==> src/rtl/sisc_mem_arb_if.sv <==
// Requester-side and memory-side signals of the shared SISC memory port.
// The arbiter connects through the slave modport; the environment uses master.
interface sisc_mem_arb_if #(
   parameter int ADDR_W = 16,
   parameter int DATA_W = 32
);
   logic              if_req;
   logic [ADDR_W-1:0] if_addr;
   logic              if_gnt;
   logic              if_valid;
   logic [DATA_W-1:0] if_rdata;

   logic              ls_req;
   logic              ls_we;
   logic [ADDR_W-1:0] ls_addr;
   logic [DATA_W-1:0] ls_wdata;
   logic              ls_gnt;
   logic              ls_valid;
   logic [DATA_W-1:0] ls_rdata;

   logic              mem_en;
   logic              mem_we;
   logic [ADDR_W-1:0] mem_addr;
   logic [DATA_W-1:0] mem_wdata;
   logic [DATA_W-1:0] mem_rdata;

   logic              busy;

   modport slave (
      input  if_req, if_addr, ls_req, ls_we, ls_addr, ls_wdata, mem_rdata,
      output if_gnt, if_valid, if_rdata, ls_gnt, ls_valid, ls_rdata,
      output mem_en, mem_we, mem_addr, mem_wdata, busy
   );

   modport master (
      output if_req, if_addr, ls_req, ls_we, ls_addr, ls_wdata, mem_rdata,
      input  if_gnt, if_valid, if_rdata, ls_gnt, ls_valid, ls_rdata,
      input  mem_en, mem_we, mem_addr, mem_wdata, busy
   );
endinterface

==> src/rtl/sisc_mem_arb.sv <==
// Arbiter/sequencer for the single shared SISC memory port (fetch vs load/store).
// Optional fairness (bounded IF starvation) is enabled by defining SISC_ARB_FAIR_EN.
module sisc_mem_arb #(
   parameter int ADDR_W  = 16,
   parameter int DATA_W  = 32,
   parameter int MEM_LAT = 2
`ifdef SISC_ARB_FAIR_EN
   ,
   parameter int STARVE_MAX = 4
`endif
) (
   input logic           clk,
   input logic           rst_f,
   sisc_mem_arb_if.slave bus
);

   typedef enum logic [1:0] {
      ST_IDLE,
      ST_ISSUE,
      ST_WAIT,
      ST_RESP
   } state_t;

   localparam int CNT_W = (MEM_LAT > 1) ? $clog2(MEM_LAT) : 1;
   localparam logic [CNT_W-1:0] CNT_LOAD = CNT_W'(MEM_LAT - 1);

   state_t            state;
   state_t            state_nxt;
   logic [CNT_W-1:0]  lat_cnt;
   logic              own_ls;
   logic              lat_we;
   logic [ADDR_W-1:0] lat_addr;
   logic [DATA_W-1:0] lat_wdata;
   logic [DATA_W-1:0] if_rdata_q;
   logic [DATA_W-1:0] ls_rdata_q;

   logic              idle_ok;
   logic              ls_pick;
   logic              grant_ls;
   logic              grant_if;

   // Grants are only offered from IDLE and are forced low while reset is held.
   assign idle_ok = (state == ST_IDLE) && !rst_f;

`ifdef SISC_ARB_FAIR_EN
   localparam int SC_W = ($clog2(STARVE_MAX + 1) > 3) ? $clog2(STARVE_MAX + 1) : 3;

   logic [SC_W-1:0] starve_cnt;
   logic            starve_hit;

   assign starve_hit = (starve_cnt == SC_W'(STARVE_MAX));

   always_comb begin
      ls_pick = bus.ls_req;
      if (bus.if_req && starve_hit) ls_pick = 1'b0;
   end

   // Counts back-to-back LS wins while IF is waiting; any IF grant or an IDLE
   // cycle without a fetch request forgives the debt.
   always_ff @(posedge clk or posedge rst_f) begin
      if (rst_f) begin
         starve_cnt <= '0;
      end else if (state == ST_IDLE) begin
         if (grant_if || !bus.if_req) starve_cnt <= '0;
         else if (grant_ls)           starve_cnt <= starve_cnt + SC_W'(1);
      end
   end
`else
   always_comb begin
      ls_pick = bus.ls_req;
   end
`endif

   assign grant_ls = idle_ok && ls_pick;
   assign grant_if = idle_ok && !ls_pick && bus.if_req;

   always_ff @(posedge clk or posedge rst_f) begin
      if (rst_f) state <= ST_IDLE;
      else       state <= state_nxt;
   end

   always_comb begin
      state_nxt = state;
      case (state)
         ST_IDLE:  if (grant_ls || grant_if) state_nxt = ST_ISSUE;
         ST_ISSUE: state_nxt = ST_WAIT;
         ST_WAIT:  if (lat_cnt == '0) state_nxt = ST_RESP;
         ST_RESP:  state_nxt = ST_IDLE;
         default:  state_nxt = ST_IDLE;
      endcase
   end

   // Request capture, latency countdown and read-data capture for the owner.
   always_ff @(posedge clk or posedge rst_f) begin
      if (rst_f) begin
         lat_cnt    <= '0;
         own_ls     <= 1'b0;
         lat_we     <= 1'b0;
         lat_addr   <= '0;
         lat_wdata  <= '0;
         if_rdata_q <= '0;
         ls_rdata_q <= '0;
      end else begin
         case (state)
            ST_IDLE: begin
               if (grant_ls) begin
                  own_ls    <= 1'b1;
                  lat_we    <= bus.ls_we;
                  lat_addr  <= bus.ls_addr;
                  lat_wdata <= bus.ls_wdata;
               end else if (grant_if) begin
                  own_ls    <= 1'b0;
                  lat_we    <= 1'b0;
                  lat_addr  <= bus.if_addr;
                  lat_wdata <= '0;
               end
            end
            ST_ISSUE: begin
               lat_cnt <= CNT_LOAD;
            end
            ST_WAIT: begin
               if (lat_cnt == '0) begin
                  if (!lat_we) begin
                     if (own_ls) ls_rdata_q <= bus.mem_rdata;
                     else        if_rdata_q <= bus.mem_rdata;
                  end
               end else begin
                  lat_cnt <= lat_cnt - CNT_W'(1);
               end
            end
            default: ;
         endcase
      end
   end

   assign bus.if_gnt    = grant_if;
   assign bus.ls_gnt    = grant_ls;
   assign bus.if_valid  = (state == ST_RESP) && !own_ls;
   assign bus.ls_valid  = (state == ST_RESP) && own_ls;
   assign bus.if_rdata  = if_rdata_q;
   assign bus.ls_rdata  = ls_rdata_q;
   assign bus.mem_en    = (state == ST_ISSUE);
   assign bus.mem_we    = (state == ST_ISSUE) && lat_we;
   assign bus.mem_addr  = lat_addr;
   assign bus.mem_wdata = lat_wdata;
   assign bus.busy      = (state != ST_IDLE);

`ifndef SYNTHESIS
   a_valid_excl: assert property (@(posedge clk) disable iff (rst_f)
      !(bus.if_valid && bus.ls_valid));
   a_gnt_excl: assert property (@(posedge clk) disable iff (rst_f)
      !(bus.if_gnt && bus.ls_gnt));
`endif

endmodule

==> src/flat_wrapper.sv <==
// flat-port wrapper written by rule: the top's interface ports become plain ports
module sisc_mem_arb_flat 
#(
   parameter int ADDR_W  = 16,
   parameter int DATA_W  = 32,
   parameter int MEM_LAT = 2

)
  (clk, rst_f, bus_if_req, bus_if_addr, bus_ls_req, bus_ls_we, bus_ls_addr, bus_ls_wdata, bus_mem_rdata, bus_if_gnt, bus_if_valid, bus_if_rdata, bus_ls_gnt, bus_ls_valid, bus_ls_rdata, bus_mem_en, bus_mem_we, bus_mem_addr, bus_mem_wdata, bus_busy);
  sisc_mem_arb_if #(.ADDR_W(ADDR_W), .DATA_W(DATA_W)) bus_i ();
  input logic clk;
  input logic rst_f;
  input wire logic [$bits(bus_i.if_req)-1:0] bus_if_req;
  input wire logic [$bits(bus_i.if_addr)-1:0] bus_if_addr;
  input wire logic [$bits(bus_i.ls_req)-1:0] bus_ls_req;
  input wire logic [$bits(bus_i.ls_we)-1:0] bus_ls_we;
  input wire logic [$bits(bus_i.ls_addr)-1:0] bus_ls_addr;
  input wire logic [$bits(bus_i.ls_wdata)-1:0] bus_ls_wdata;
  input wire logic [$bits(bus_i.mem_rdata)-1:0] bus_mem_rdata;
  output wire logic [$bits(bus_i.if_gnt)-1:0] bus_if_gnt;
  output wire logic [$bits(bus_i.if_valid)-1:0] bus_if_valid;
  output wire logic [$bits(bus_i.if_rdata)-1:0] bus_if_rdata;
  output wire logic [$bits(bus_i.ls_gnt)-1:0] bus_ls_gnt;
  output wire logic [$bits(bus_i.ls_valid)-1:0] bus_ls_valid;
  output wire logic [$bits(bus_i.ls_rdata)-1:0] bus_ls_rdata;
  output wire logic [$bits(bus_i.mem_en)-1:0] bus_mem_en;
  output wire logic [$bits(bus_i.mem_we)-1:0] bus_mem_we;
  output wire logic [$bits(bus_i.mem_addr)-1:0] bus_mem_addr;
  output wire logic [$bits(bus_i.mem_wdata)-1:0] bus_mem_wdata;
  output wire logic [$bits(bus_i.busy)-1:0] bus_busy;
  assign bus_i.if_req = bus_if_req;
  assign bus_i.if_addr = bus_if_addr;
  assign bus_i.ls_req = bus_ls_req;
  assign bus_i.ls_we = bus_ls_we;
  assign bus_i.ls_addr = bus_ls_addr;
  assign bus_i.ls_wdata = bus_ls_wdata;
  assign bus_i.mem_rdata = bus_mem_rdata;
  assign bus_if_gnt = bus_i.if_gnt;
  assign bus_if_valid = bus_i.if_valid;
  assign bus_if_rdata = bus_i.if_rdata;
  assign bus_ls_gnt = bus_i.ls_gnt;
  assign bus_ls_valid = bus_i.ls_valid;
  assign bus_ls_rdata = bus_i.ls_rdata;
  assign bus_mem_en = bus_i.mem_en;
  assign bus_mem_we = bus_i.mem_we;
  assign bus_mem_addr = bus_i.mem_addr;
  assign bus_mem_wdata = bus_i.mem_wdata;
  assign bus_busy = bus_i.busy;
  sisc_mem_arb #(.ADDR_W(ADDR_W), .DATA_W(DATA_W), .MEM_LAT(MEM_LAT)) u_core (.clk(clk), .rst_f(rst_f), .bus(bus_i));
endmodule
==> config.mk <==
export PLATFORM = sky130hd
export DESIGN_NAME = sisc_mem_arb_flat
export DESIGN_NICKNAME = d
export VERILOG_FILES = /design/src/rtl/sisc_mem_arb_if.sv /design/src/rtl/sisc_mem_arb.sv /design/src/flat_wrapper.sv
export SDC_FILE = /design/constraint.sdc
export NUM_CORES = 1
export LEC_CHECK = 0
export ABC_AREA = 1
export CAP_MARGIN = 15
export CORE_AREA = 8 8 126 128
export DETAILED_ROUTE_END_ITERATION = 8
export DIE_AREA = 0 0 134 136
export PLACE_DENSITY = 0.68
export SKIP_LAST_GASP = 1
export SYNTH_ARGS = -nofsm -noshare
export SYNTH_HDL_FRONTEND = slang
export SYNTH_SLANG_ARGS = --single-unit
==> constraint.sdc <==
create_clock -name clk -period 4.13 [get_ports clk]
set_input_delay 1.239 -clock clk [delete_from_list [all_inputs] [get_ports clk]]
set_output_delay 1.239 -clock clk [all_outputs]
set_load 0.05 [all_outputs]
==> impl_results.md <==
* Status: finished clean
* Mapped cell area at 0.00471 sq mm
* Combinational Power Share at 53.0%
* M2 GR Usage at 25.5%
* Gr usage total at 15.9%
* Worst skew pair latency at 0.40 ns
* Worst-path cell chain: clkdlybuf4s50_1 > nor2_4 > and3b_1 > buf_12
* Slowest CP cell: clkdlybuf4s50_1
* GRT overflow at 0
* Clock Sinks at about 120
* Commonest non-fill, non-tap cell in the layout: nand2_1
* WP data arrival at 2.31 ns
* GR peak layer: met2
* Gpl congestion at around 0.81
* Layout cells sized above 1 at ~6.3%
* Sw power at 3.53 mW
* Switching share of power at between 40% and 50%
* Initial antenna violation count at 0
* DRC viols at 0
* Unrepaired setup endpoints after global routing: false
* Period utilisation layout at between 80 and 90%
* Final Util at between 50% and 60%
* Number of global-route vias before repair at around 4400
* Max Cap Violations at 0
* M3 GR Usage at between 8 and 9%
* Critical path type: in -> out
* CP Launch Type: primary input
* Crit path required time at 2.89 ns
* Fin. Hold Viols at 0
* Actual slew at the worst max-slew pin at 0.707 ns
* Worst Hold Class: reg -> reg
* Vias/cell at 4.46
* CTS tree: built
* Fmax at 0.282 GHz
* Static Leak at 3.85 nW
* H-tree levels at 4
* Reg clk slew, reported paths at 0.05 ns
* Detailed-router iteration count before antenna repair at 5
* Clock root cell: clkbuf_16
* Starting Density at roughly a third
* Fin Setup TNS at 0 ns
* Syn-to-layout area delta at 64.7%
* Routed len/inst at 15.0 um
* Total power at 7.56 mW
* Pins Over Slew Limit at 0
* Cts bufs inserted at 17
* Most frequent cells in the layout: 235 x nand2_1, 217 x clkdlybuf4s50_1, 117 x dfrtp_1
* Post-synth cell types at 20
* Design internal power at 4.04 mW
* Final wirelength at 14300 um
* Slew HR at 52.9%
* Cells after synthesis at around 540
* Number of I/O port buffers at 219
* Via total after detailed routing at between 4000 and 5000
* GR Layer Usage met1 at 17.4%
* Drt initial violations at about 260
* VDD IR max at 0.000601 V
* Post-CTS Hold Buffers at 0
* Synthesized area per cell at 8.81 sq um
* Max incr delay on CP at 0.50 ns
* First-pass GRT wire length at 22700 um
* Placement row count at 44
* Detail Route Antenna Nets at 0
* Number of diodes at 0
* Max FO, Critical Path at 3
* Setup bufs post-CTS at 0
* Largest net degree at the start of global routing at 118
* Die area at 0.0182 sq mm
* Setup-failing EPs final at 0
* Synth warnings at 0
* Die height at 136 um
* Worst Setup End Kind: output port
* Flip-flop and latch count after synthesis at ~120
* Chip width at 134 um
* Hold slack at between 0.4 and 0.5 ns
* Post-Synthesis Net Count at 641
* CTS resizes at 0
* Sequential Power Share at 26.4%
* Seq/Total Area, Yosys at 62.1%
* I/O pins at 220
* Cell Pwr Density at just under 1000 mW/mm^2
* Min cycle time layout at roughly 3.5 ns
* Clock skew at 0.00873 ns
* Clock power frac at approximately 21%
* Core footprint at 0.0140 sq mm
* Post-DP HPWL at 10400 um
* Longest Clk Path Bufs at 2
* Final net count at 861
power groups by stage:
stage / sequential, mW / combinational, mW / clock [mW]
3_3_place_gp: 1.97 / 4.00 / 0
6_report: 2.00 / 4.01 / 1.56
4_1_cts: 2.00 / 4.05 / 1.60
3_5_place_dp: 2.00 / 4.05 / 0
2_1_floorplan: 3.79 / 0.769 / 0
5_1_grt: 2.06 / 4.24 / 1.65
sequential cells by signal, summed over array words and instances, names as in the netlist:
| signal | cells |
|---|---|
| u_core.bus.if_rdata | 32 |
| u_core.bus.mem_addr | 16 |
| u_core.bus.ls_rdata | 32 |
| u_core.bus.mem_wdata | 32 |
| u_core.state | 2 |
| u_core.lat_cnt | 1 |
| u_core.lat_we | 1 |
| u_core.own_ls | 1 |
final cells by class:
cell class / count / area [sq um]
clock buffer: 24 / 492
clock inverter: 8 / 145
fill: 1241 / 6280
inverter: 58 / 221
multi-input combinational: 336 / 1460
sequential: 117 / 2930
tap: 184 / 230
timing repair buffer: 225 / 2290
worst paths after layout:
check | startpoint | endpoint | slack [ns] | cells past startpoint
worst max-delay path | rst_f | bus_if_gnt | 0.58 | 4
worst max register to register | u_core.state[0] | u_core.state[1] | 2.18 | 10
max in group asynchronous | rst_f | u_core.bus.mem_wdata[7] | 2.12 | 3
worst min-delay path | u_core.bus.mem_addr[0] | u_core.bus.mem_addr[0] | 0.48 | 2
min in group asynchronous | rst_f | u_core.bus.mem_addr[0] | 1.40 | 3
worst min register to register | u_core.bus.mem_addr[0] | u_core.bus.mem_addr[0] | 0.48 | 2
logic make-up after synthesis:
logic type	Yosys count	synth area share, %
buf+inv	82	7.17
fa+ha+maj	5	1.33
simple gates	248	20.5
flops	117	62.1
compound gates	83	8.89
critical path, delay by kind of cell:
family | cells | cell delay (ns)
simple gates | 2 | 0.42
buf+inv | 2 | 0.65
cells in the mapped netlist, drive strengths merged:
master  instances  area share (%)
a21oi           1            0.11
and3b           1            0.19
buf            13             1.6
clkbuf         11            0.90
dfrtp         117              62
ha              5             1.3
inv            58             4.6
nand2         237              19
nand3           4            0.64
nor2            5            0.56
o21ai          82             8.8
or2             1            0.13
metrics by stage:
stage | instances | instance area, sq um | worst slack, ns
after floorplan | 535 | 4720 | 1.07
after global placement | 919 | 7100 | 0.601
after detailed placement | 919 | 7100 | 0.583
after CTS | 951 | 7730 | 0.580
after global routing | 952 | 7760 | 0.525
final | 952 | 7760 | 0.584
layer usage:
layer	up-vias	share of wire (%)	routed length [um]
li1	2072	-	-
met1	1988	40	5730
met2	168	47	6690
met3	20	11	1620
met4	0	1.8	253
met5	-	0	0
(Power assumes the default switching activity.)
==> RTL edit 1: new RTL, config.mk and constraints unchanged <==
Add a define of `SISC_ARB_FAIR_EN`.
--- a/src/rtl/sisc_mem_arb.sv
+++ b/src/rtl/sisc_mem_arb.sv
@@ -1,5 +1,7 @@
 // Arbiter/sequencer for the single shared SISC memory port (fetch vs load/store).
 // Optional fairness (bounded IF starvation) is enabled by defining SISC_ARB_FAIR_EN.
+`define SISC_ARB_FAIR_EN
+
 module sisc_mem_arb #(
    parameter int ADDR_W  = 16,
    parameter int DATA_W  = 32,
Behaviour: same outputs for any inputs over 10 cycles, from zero or initial values and one cycle with rst_f high; that may be too few to reach the edited logic, so the function may still have changed.
==> RTL edit 1 against the original RTL <==
Synthesized area rose by 7.5%. Setup slack got worse by 290 ps. Sequential cell count rose by 3. Sequential power rose by 3%. Cell area rose by 3.5%. Count of clock-buffer cells in the layout fell by 2. Largest cell class unchanged. Wire length rose by 7.4%. Total power barely moved.
==> RTL edit 1: results (changes against the original RTL) <==
[outcome]
status=finished, final reports clean  ; unchanged

[sta]
fin_skew_ps=7.51  ; was 8.73 ps
tightest_slew_ps=714  ; was 707 ps

[power_and_ir_drop]
ir_worst_vdd_uv=465  ; was 601 µV
p_leak_nw=4.01  ; was 3.85 nW
p_sw_share_pct=47.7  ; was 46.6%

[global_route]
use_met3_pct=8.43  ; was 8.80%
grt_max_degree=121  ; was 118
grt_usage_pct=16.9  ; was 15.9%
antenna_found_initial=0  ; unchanged
first_global_vias=4767  ; was 4360
met2_usage_pct=26.9  ; was 25.5%
grt_use_met1_pct=19.3  ; was 17.4%

[clock_network]
cts_setup_buffers=0  ; unchanged

[logic_synthesis]
synthAdderAreaFrac_pct=1.73  ; was 1.33%
muxShareOfSynthArea_pct=0  ; unchanged
netlist_top_cells_count=nand2_1 (226), dfrtp_1 (120), inv_1 (75)  ; was nand2_1 (235), dfrtp_1 (117), o21ai_0 (56)
ys_seq_area_share_pct=59.3  ; was 62.1%
synth_compound_area_share_pct=7.14  ; was 8.89%
synth_cell_type_count=21  ; was 20
yosysWarnings=0  ; unchanged
ys_ff_latch=120  ; was 117
synthCells=578  ; was 535
syn_nets=686  ; was 641

[drt]
dr.pass1.iters=4  ; was 5
vias=4535  ; was 4248
drt_iter0_markers=192  ; was 263
routed_wl_um=15300  ; was 14300 µm
via_per_inst=4.57  ; was 4.46

[placed_design]
post-dp-hpwl_um=11300  ; was 10400 µm
dpl.cell_count=961  ; was 919

[hold_path]
min-delay-start=u_core.bus.mem_wdata[5]  ; was u_core.bus.mem_addr[0]

[worst_setup_path]
cp_max_fo=18  ; was 3
crit_arrival_ps=2600  ; was 2310 ps

-- RTL edit 1: changes by cell type after synthesis, moves of 5 or more --
cell / before / now
nand4_1: 0 / 17
nand2_1: 235 / 226
inv_1: 55 / 75
buf_6: 0 / 5
o21ai_0: 56 / 67
o21ai_1: 25 / 0
nand3_1: 2 / 20
-- RTL edit 1: metal layers --
| metal | routed length (µm) | share of wire [%] |
|---|---|---|
| met5 | 0 | 0 |
| met4 | 191 | 1.2 |
| met3 | 1770 | 12 |
| met2 | 7130 | 46 |
| met1 | 6260 | 41 |
-- RTL edit 1: path summary, 6_finish.rpt --
kind | slack [ps] | to | cells after the start
worst max-delay path | 290 | bus_if_gnt | 6
max in group asynchronous | 2000 | u_core.bus.mem_wdata[1] | 3
worst min register to register | 470 | u_core.bus.mem_wdata[5] | 2
worst max register to register | 2060 | u_core.bus.mem_wdata[13] | 9
worst min-delay path | 470 | u_core.bus.mem_wdata[5] | 2
min in group asynchronous | 1530 | u_core.bus.mem_addr[10] | 3
-- RTL edit 1: through the flow --
stage	cell area [µm²]	total power, W	setup WS [ps]	utilization (%)	hold WS (ps)
after CTS	8000	0.00765	285	57.0	480
after floorplan	5070	0.00467	546	-	490
after detailed placement	7420	0.00618	288	52.9	465
after global placement	7420	0.00611	367	52.9	461
after global routing	8040	0.00796	218	57.2	496
final	8040	0.00757	292	57.2	475
-- RTL edit 1: cells by family after synthesis --
kind of cell	count (synthesis)
AOI/OAI and AO/OA	70
adders and majority gates	7
buffers and inverters	105
DFF	120
and+or+nand+nor	276
-- RTL edit 1: power groups by stage --
stage	combinational (W)	sequential (W)	clock, W
floorplan	0.000836	0.00384	0
global placement	0.00407	0.00203	0
detailed placement	0.00412	0.00206	0
CTS	0.00414	0.00205	0.00146
global route	0.00434	0.00211	0.00151
finish	0.00410	0.00205	0.00142
-- RTL edit 1: area by class of cell --
| cell class | instances | area [µm²] |
|---|---|---|
| fill | 1244 | 6000 |
| sequential | 120 | 3000 |
| timing repair buffer | 228 | 2320 |
| multi-input combinational | 353 | 1610 |
| clock buffer | 22 | 474 |
| inverter | 78 | 299 |
| tap | 184 | 230 |
| clock inverter | 8 | 97.6 |
-- RTL edit 1: worst max-delay path: stages --
cell and delay [ps]:
clkdlybuf4s50_1 530, nand3_4 220, nand2_1 130, nand2_1 90, nor2_1 210, buf_12 170
==> RTL edit 2: new RTL, config.mk and constraints unchanged <==
Without the edit above. Re-encode `state_t` (4 states) as one-hot, 4 bits wide.
--- a/src/rtl/sisc_mem_arb.sv
+++ b/src/rtl/sisc_mem_arb.sv
@@ -14,11 +14,11 @@
    sisc_mem_arb_if.slave bus
 );
 
-   typedef enum logic [1:0] {
-      ST_IDLE,
-      ST_ISSUE,
-      ST_WAIT,
-      ST_RESP
+   typedef enum logic [3:0] {
+      ST_IDLE  = 4'b0001,
+      ST_ISSUE = 4'b0010,
+      ST_WAIT  = 4'b0100,
+      ST_RESP  = 4'b1000
    } state_t;
 
    localparam int CNT_W = (MEM_LAT > 1) ? $clog2(MEM_LAT) : 1;
Function: same outputs for any inputs over 10 cycles, from zero or initial values and one cycle with rst_f high; not proved beyond that.
==> RTL edit 2 against the original RTL <==
Clock power shrank 4%. Setup slack got worse by 47 ps. Cell area is 1.1% higher. Utilization up 0.61 points. Maximum frequency decreased by 1.3%. Cell count is 2.2% higher. Total power is 6.3% lower. Synthesized area is 3.7% higher. Register-to-register slack worse by 70 ps. Die area unchanged. Synthesized cell count is 4.5% higher. Sequential cell count up 2. Clock skew rose by 1.5 ps. Wire length grew 2.1%. Highest routed layer is now met5.
==> RTL edit 2: results (changes against the original RTL) <==
[logic_synthesis]
yosys-top-cells-area=dfrtp_1 (60%), nand2_1 (17%), inv_1 (5.6%), o21ai_0 (3.6%), o21ai_1 (3.2%)  ; was dfrtp_1 (62%), nand2_1 (19%), o21ai_0 (5.9%), inv_1 (4.4%), o21ai_1 (2.7%)
ys_seq_area_share_pct=61.0  ; was 62.1%
synth_ff_type=dfrtp_1  ; unchanged
syn_nets=660  ; was 641
yosysWarnings=0  ; unchanged
netlist_top_cells_count=nand2_1 (215), dfrtp_1 (118), inv_1 (73)  ; was nand2_1 (235), dfrtp_1 (117), o21ai_0 (56)
yosysTopAreaCellShare_pct=60.4  ; was 62.1%

[clock_network]
root_buffer=clkbuf_16  ; unchanged
clock_latency_ps=400  ; about the same
post_cts_resized=0  ; unchanged
clk_pin_slew_ps=50  ; about the same
htree_levels=4  ; unchanged
cts_made_buffers=17  ; unchanged

[power_and_ir_drop]
p_int_w=0.00380  ; was 0.00404 W
seq-power_w=0.00194  ; was 0.00200 W
p_sw_share_pct=46.3  ; was 46.6%
ir_worst_vdd_uv=395  ; was 601 µV
p_leak_nw=3.96  ; was 3.85 nW
comb_power_w=0.00365  ; was 0.00401 W

[drt]
drt_iter0_markers=202  ; was 263
via_per_inst=4.47  ; was 4.46
routed_wl_um=14600  ; was 14300 µm
dr.pass1.iters=4  ; was 5

[finish]
fin_nets=877  ; was 861
antenna_cells=0  ; unchanged
drive_above_1_share_pct=6.72  ; was 6.25%

[sta]
tightest_slew_ps=768  ; was 707 ps
fin_skew_ps=10.3  ; was 8.73 ps

[placed_design]
port_buffers=219  ; unchanged
place_congestion=0.834  ; was 0.811
post-dp-hpwl_um=11100  ; was 10400 µm
dpl_cell_area_um2=7230  ; was 7100 µm²

[global_route]
grt_pass1_wl_um=23300  ; was 22700 µm
first_global_vias=4562  ; was 4360
antenna_found_initial=1  ; was 0
grt_max_degree=65  ; was 118
grt_usage_pct=16.3  ; was 15.9%

[hold_path]
min_path_type=reg2reg  ; unchanged

[worst_setup_path]
slowest_delay_ps=490
crit_arrival_ps=2350  ; was 2310 ps
cp_max_fo=17  ; was 3

[outcome]
status=finished, final reports clean  ; unchanged

RTL edit 2: layout make-up:
cell class                 count  area (µm²)
fill                        1280        6190
sequential                   119        2980
timing repair buffer         225        2260
multi-input combinational    335        1470
clock buffer                  20         467
inverter                      78         295
tap                          184         230
clock inverter                12         148
RTL edit 2: per-layer routing:
layer | up-vias | share of wire (%) | track usage [%]
li1 | 2161 | - | -
met1 | 2023 | 38 | 17.0
met2 | 131 | 53 | 29.2
met3 | 37 | 5.8 | 4.73
met4 | 2 | 3.5 | 8.61
met5 | - | 0.089 | 0
RTL edit 2: cells by family (layout without fill, tap and decap cells):
logic type	count (synthesis)	count (layout)	share of synthesized area [%]
buf+inv	105	335	8.93
flops	119	119	61.0
simple gates	269	269	23.3
compound gates	66	66	6.76
RTL edit 2: final timing paths:
| path | slack [ps] | endpoint | from | cells after the start |
|---|---|---|---|---|
| worst min-delay path | 470 | u_core.bus.mem_wdata[9] | u_core.bus.mem_wdata[9] | 2 |
| worst max register to register | 2110 | u_core.bus.mem_wdata[20] | u_core.state[0] | 8 |
| max in group asynchronous | 1700 | u_core.lat_cnt | rst_f | 4 |
| worst max-delay path | 540 | bus_ls_gnt | bus_ls_req | 5 |
| min in group asynchronous | 1310 | u_core.bus.mem_wdata[7] | rst_f | 3 |
| worst min register to register | 470 | u_core.bus.mem_wdata[9] | u_core.bus.mem_wdata[9] | 2 |
RTL edit 2: stage by stage:
step	hold slack, ps	setup WS [ps]	cells	util, %
6_report	468	536	973	55.9
5_1_grt	489	490	973	55.9
4_1_cts	471	539	973	55.9
3_5_place_dp	459	543	941	51.5
3_3_place_gp	452	571	941	51.5
2_1_floorplan	465	510	559	-
RTL edit 2: critical path: cells and delay by family:
family / cells / cell delay, ps
buffers and inverters: 4 / 950
AND/OR/NAND/NOR: 1 / 160
